## src/rtl/rr_arbiter4.sv

```systemverilog
// Four-requester round-robin arbiter with registered one-hot grant and a bounded
// hold: a contended owner is rotated out after MAX_HOLD cycles of grant.
module rr_arbiter4 #(
    parameter int MAX_HOLD = 8,
    parameter int CNT_W    = 4
) (
    input  logic       clk,
    input  logic       reset_n,
    input  logic [3:0] req,
    output logic [3:0] gnt,
    output logic [1:0] gnt_id,
    output logic       busy
);

    typedef enum logic {IDLE, GRANT} state_t;

    state_t           st_q;
    logic [1:0]       owner_q;
    logic [1:0]       ptr_q;
    logic [CNT_W-1:0] hold_q;
    logic [CNT_W-1:0] hold_d;
    logic [3:0]       gnt_q;
    logic             busy_q;

    logic [3:0] cand;
    logic [7:0] cand_dbl;
    logic [3:0] rot;
    logic [1:0] idx;
    logic [1:0] win;
    logic       any_cand;
    logic       owner_req;
    logic       hold_max;
    logic       keep;

    // While granted, only the other requesters compete; the owner is excluded so a
    // preemption always lands on someone else.
    assign cand      = (st_q == GRANT) ? (req & ~gnt_q) : req;
    assign cand_dbl  = {cand, cand};
    assign rot       = cand_dbl[ptr_q +: 4];
    assign any_cand  = |cand;

    assign idx[0]    = ~rot[0] & (rot[1] | ~rot[2]);
    assign idx[1]    = ~rot[0] & ~rot[1];
    assign win       = ptr_q + idx;

    assign owner_req = |(req & gnt_q);
    assign hold_max  = (hold_q == CNT_W'(MAX_HOLD - 1));
    assign hold_d    = hold_max ? hold_q : hold_q + 1'b1;
    assign keep      = (st_q == GRANT) && owner_req && !(any_cand && hold_max);

    // NOTE: every state and output register is updated with <= in this one clocked
    // block, so all of them see the same pre-edge values of each other.
    always_ff @(posedge clk or negedge reset_n) begin
        if (!reset_n) begin
            st_q    <= IDLE;
            owner_q <= 2'd0;
            ptr_q   <= 2'd0;
            hold_q  <= '0;
            gnt_q   <= 4'b0000;
            busy_q  <= 1'b0;
        end else if (keep) begin
            hold_q <= hold_d;
        end else if (any_cand) begin
            st_q    <= GRANT;
            owner_q <= win;
            ptr_q   <= win + 2'd1;
            hold_q  <= '0;
            gnt_q   <= 4'b0001 << win;
            busy_q  <= 1'b1;
        end else begin
            st_q    <= IDLE;
            owner_q <= 2'd0;
            hold_q  <= '0;
            gnt_q   <= 4'b0000;
            busy_q  <= 1'b0;
        end
    end

    assign gnt    = gnt_q;
    assign gnt_id = owner_q;
    assign busy   = busy_q;

endmodule

```

## config.mk

```make
export PLATFORM = sky130hd
export DESIGN_NAME = rr_arbiter4
export DESIGN_NICKNAME = d
export VERILOG_FILES = /design/src/rtl/rr_arbiter4.sv
export SDC_FILE = /design/constraint.sdc
export NUM_CORES = 1
export LEC_CHECK = 0
export BUFFER_PORTS_ARGS = -buffer_cell sky130_fd_sc_hd__buf_2
export CORE_UTILIZATION = 59
export DETAILED_ROUTE_END_ITERATION = 7
export PLACE_DENSITY = 0.89
export SLEW_MARGIN = 0
export SYNTH_ARGS = -nofsm -noshare
export SYNTH_HDL_FRONTEND = slang
export SYNTH_SLANG_ARGS = --single-unit
```

## constraint.sdc

```tcl
create_clock -name clk -period 3.8 [get_ports clk]
set_input_delay 0.76 -clock clk [delete_from_list [all_inputs] [get_ports clk]]
set_output_delay 0.76 -clock clk [all_outputs]
set_load 0.01 [all_outputs]
```

Word level (Yosys, flattened, before mapping) --
Cells that the tools add are included.
Operators by class: add/subtract/negate cells 3, shifts and indexed selects 2, reductions and logical operators 7, mux-type cells 6, eq/ne operators 2, bitwise logic cells 10
Operators with widths (count):
- 4-bit two-way mux | 4
- 4-bit bitwise AND | 2
- 4-bit OR reduction | 2
- 8-bit by 3-bit variable part select with 3-bit output | 1
- 4-bit by 1-bit adder with 4-bit output, second input constant | 1
- 4-bit by 3-bit == test with 1-bit output, second input constant | 1
- 1-bit inverter | 4
- 4-bit inverter | 1
- 1-bit by 2-bit left shift with 4-bit output, first input constant | 1
- 1-bit logical AND | 3
- 2-bit by 1-bit adder with 2-bit output, second input constant | 1
- 2-bit adder | 1
- 1-bit bitwise AND | 2
- 2-bit two-way mux | 1
- 2-bit != test, second input constant | 1
- 2-bit AND reduction | 1
- 1-bit zero test | 1
- 1-bit two-way mux | 1
- 1-bit bitwise OR | 1
Word-level totals: input bits 6, output and inout bits 7, register bits 13, word-level logic and storage cells 35

Logic depth before layout (Yosys ltp) --
depth in word-level cells 10, depth in mapped cells 11, gate-level depth less buffers 10

Worst setup path before layout --
No wires, ideal clock.
kind input to register, start point input port req[3], end point register ptr_q[1], cell stages on the path 9, setup time 0.129 ns, arrival 2.486 ns, slack 1.185 ns, cells stage by stage inv_1 -> a221oi_2 -> a21boi_0 -> o22ai_1 -> ha_1 -> or4_1 -> nand4_2 -> nand2b_4 -> o221ai_2
Between the ends: word-level cells in the longest chain between the ends 8
Ends and longest elaborated chain:
- from (decl) | line 9 | input logic [3:0] req,
- 4-bit bitwise AND | line 37 | assign cand = (st_q == GRANT) ? (req & ~gnt_q) : req;
- 4-bit two-way mux | line 37
- 8-bit by 3-bit variable part select with 3-bit output / 4-bit OR reduction (equally long branches) | line 39, 40
- 1-bit inverter / 1-bit logical AND (equally long branches) | line 42, 49
- 1-bit bitwise OR / 1-bit zero test (equally long branches) | line 42, 49
- 1-bit bitwise AND / 1-bit logical AND (equally long branches) | line 42, 49
- 2-bit adder / 1-bit inverter (equally long branches)
- 2-bit by 1-bit adder with 2-bit output / 2-bit AND reduction (equally long branches)
- to (signal assigned) | line 66 | ptr_q <= win + 2'd1;
- to (decl) | line 19 | logic [1:0] ptr_q;
Several ways; a longest one is shown, not always the timed one. A chain may end at the register's enable or synchronous reset.

Final worst setup path --
start point register ptr_q[0], end point register ptr_q[1]
Between the ends: word-level cells in the longest chain between the ends 6
Ends and longest elaborated chain:
- 8-bit by 3-bit variable part select with 3-bit output | line 39 | assign rot = cand_dbl[ptr_q +: 4];
- 1-bit inverter | line 42 | assign idx[0] = ~rot[0] & (rot[1] | ~rot[2]);
- 1-bit bitwise OR | line 42
- 1-bit bitwise AND | line 42
- 2-bit adder * | line 44 | assign win = ptr_q + idx;
- 2-bit by 1-bit adder with 2-bit output * | line 66
Mark *: on every way between the ends. The rest lies on a longest branch, timed or not.

==> metrics.md <==
| Metric | Value |
|---|---|
| Async S/R FF share, synth | `1.000` |
| Fin Setup TNS | `0 ps` |
| Starting Density | `0.6543` |
| Synth Area in XOR/XNOR | `0` |
| Remaining DRCs | `0` |
| Die height | `40.70 um` |
| Post-Syn Area per Cell | `10.04 um^2` |
| Synth cell count leaders | `14 x nand2_1, 13 x dfrtp_1, 5 x a21oi_1, 5 x inv_1` |
| Vias | `735` |
| Row cnt | `13` |
| Fillcell total | `94` |
| Synthesized area | `883.3 um^2` |
| Yosys top cell area share | `0.3683` |
| Routing usage on met3 | `0.07065` |
| RD Place Congestion | `0.8119` |
| Antenna Nets Post-Route | `0` |
| Multi-input logic area | `516.7 um^2` |
| Core area | `0.001350 mm^2` |
| Ant. Diodes | `0` |
| Slew @ Worst Pin | `543.1 ps` |
| Leading area contributor after synthesis | `dfrtp_1` |
| Normalized max-slew margin | `0.6380` |
| RSZ-0062 raised after global routing | `false` |
| Final WL | `1754 um` |
| Global Route met1 Usage | `0.2951` |
| Top cells by area, synth | `dfrtp_1 37%, nand2_1 5.9%, ha_1 4.2%` |
| Worst Path Max Fanout | `13` |
| Post-synthesis simple-gate area fraction | `0.1856` |
| Worst R2R End | `ptr_q[1]` |
| Worst Setup End Kind | `flop` |
| CP arrival | `3170 ps` |
| Leakage power | `0.4409 nW` |
| Syn Inst Count | `88` |
| Die W | `40.70 um` |
| Top_reg_cell synth | `dfrtp_1` |
| Total track usage | `0.2523` |
| Family with the most delay on the worst path | `simple AND/OR/NAND/NOR gates` |
| Most Crowded Layer GR | `met2` |
| TritonCTS Buffers | `3` |
| Final setup viols | `0` |
| Max-slew violation count | `0` |
| Final HPWL DP | `1373 um` |
| Hold_ws | `354.3 ps` |
| CP max stage cell | `dfrtp_1` |
| # hold bufs at CTS | `0` |
| Reg2reg path depth | `9` |
| Grt met2 use | `0.4325` |
| Worst clock skew | `4.727 ps` |
| Layout area overhead | `9.348%` |
| Global route total overflow | `0` |
| Yosys Warn Count | `0` |
| Worst-Skew Late Latency | `270 ps` |
| Layout Nets | `112` |
| Root Buffer | `clkbuf_4` |
| Worst path bufs/invs | `0` |
| Post_cts resized | `0` |
| First-pass GRT wire length | `2684 um` |
| Clock-pin slew on the worst setup and hold paths | `80 ps` |
| # IOs | `13` |
| Worst path max stage delay | `690 ps` |
| Sequential share of the synthesized area | `0.3683` |
| Syn nets | `97` |
| First-pass iteration count of the detailed router | `4` |
| CTS H-Tree Depth | `1` |
| Initial DRC Count | `18` |
| Initial antenna violation count | `0` |
| Clock sink count | `13` |
| Crit path required time | `3950 ps` |
| Pwr dens | `897.3 mW/mm^2` |
| Hold Path Class | `input port to async pin` |
| Reg-to-reg startpoint | `ptr_q[0]` |
| Setup Fix Bufs, Post-CTS | `0` |
| Status | `complete, no violations` |
| Post-Synth Adder-Cell Area | `0.04249` |
| Share of layout cells above drive strength 1 | `0.3039` |
| WL per Instance | `14.99 um` |
| Via/cell ratio | `6.282` |
| Die ar. | `0.001656 mm^2` |
| Largest family of logic cells by synthesized area | `compound AO/OA/AOI/OAI gates` |
| Worst-path cell chain | `mux2_2 > a221oi_2 > a21boi_0 > o22ai_1 > ha_1 > or4_1 > nand4_2 > nand2b_4 > o221ai_2` |
| Pin count of the biggest net entering global routing | `14` |
| Final period util | `0.7941` |
| Sequential Area | `325.3 um^2` |
| CTS max path bufs | `2` |
| Count leader, synth | `nand2_1` |
| R2r setup slk | `780 ps` |
| I/O Buffers | `12` |
| Number of synthesized flops with an enable pin | `0` |
| Cell variety after synth | `37` |
| Crit path time final | `3018 ps` |
| Final Hold Fails | `0` |
| Fmax | `331.4 MHz` |
| CTS tree | `built` |
| Setup CP Type | `flop to flop` |
| Synth Area in Compound Gates | `0.2748` |
| Worst VDD drop | `0.6113 mV` |
| Mux contribution to synthesized area | `0.08215` |
| #FFs+latches synth | `13` |
| Vias in the first global route | `619` |
| Max-Cap Viols | `0` |
| Startpoint Class | `flop` |
routing by layer:
metal,up-vias,wire (um)
li1,355,-
met1,349,821
met2,27,823
met3,4,80
met4,0,28
met5,-,0
cell type report:
| class | count | share of cell area |
|---|---|---|
| multi-input cells | 68 | 0.5350 |
| flip-flops and latches | 13 | 0.3368 |
| repair buffers | 12 | 0.06218 |
| clock buffers | 4 | 0.02720 |
| inverters | 5 | 0.01943 |
| well taps | 15 | 0.01943 |
stage by stage:
step                worst slack (ps)  area, um^2  utilization  std cells  total power, mW
floorplan                       1185       883.3            -         88           0.6778
global placement               958.0       939.7       0.6960        113           0.7547
detailed placement             797.9       939.7       0.6960        113           0.7815
CTS                            791.2       965.9       0.7155        117           0.8664
global route                   598.9       965.9       0.7155        117           0.9448
finish                         782.5       965.9       0.7155        117           0.8667
cell families (layout without fill, tap and decap cells):
| group | after synthesis | in the layout |
|---|---|---|
| buf+inv | 7 | 21 |
| compound gates | 28 | 28 |
| fa+ha+maj | 3 | 3 |
| mux | 6 | 6 |
| flops | 13 | 13 |
| simple gates | 31 | 31 |
report_power, final:
part / total [mW] / internal, mW / switching [mW]
clock network: 0.0846 / 0.0407 / 0.0439
logic: 0.512 / 0.242 / 0.271
registers: 0.270 / 0.192 / 0.0779
state kept, by name (all words and copies together) (netlist names):
signal,cells
gnt,4
hold_q,4
gnt_id,2
ptr_q,2
st_q,1
cells in the final DEF (no fill, tap or decap), types with 2 or more instances in the layout:
cell and count:
a21oi_1 5, a221oi_2 2, a22oi_1 2, buf_2 12, clkbuf_4 3, dfrtp_1 13
ha_1 3, inv_1 5, mux2_2 2, mux2_4 2, mux2i_1 2, nand2_1 14
nand3_1 3, nor2_1 4, o211ai_1 2, o21ai_1 4, o22ai_1 2
worst max path at each step:
| stage | cells past startpoint | from | end |
|---|---|---|---|
| 5_1_grt | 9 | ptr_q[0] | ptr_q[1] |
| 3_3_place_gp | 9 | ptr_q[0] | ptr_q[1] |
| 2_1_floorplan | 9 | req[3] | ptr_q[1] |
| 3_5_place_dp | 9 | ptr_q[0] | ptr_q[1] |
| 6_report | 9 | ptr_q[0] | ptr_q[1] |
| 4_1_cts | 9 | ptr_q[0] | ptr_q[1] |
(Power assumes the default switching activity.)
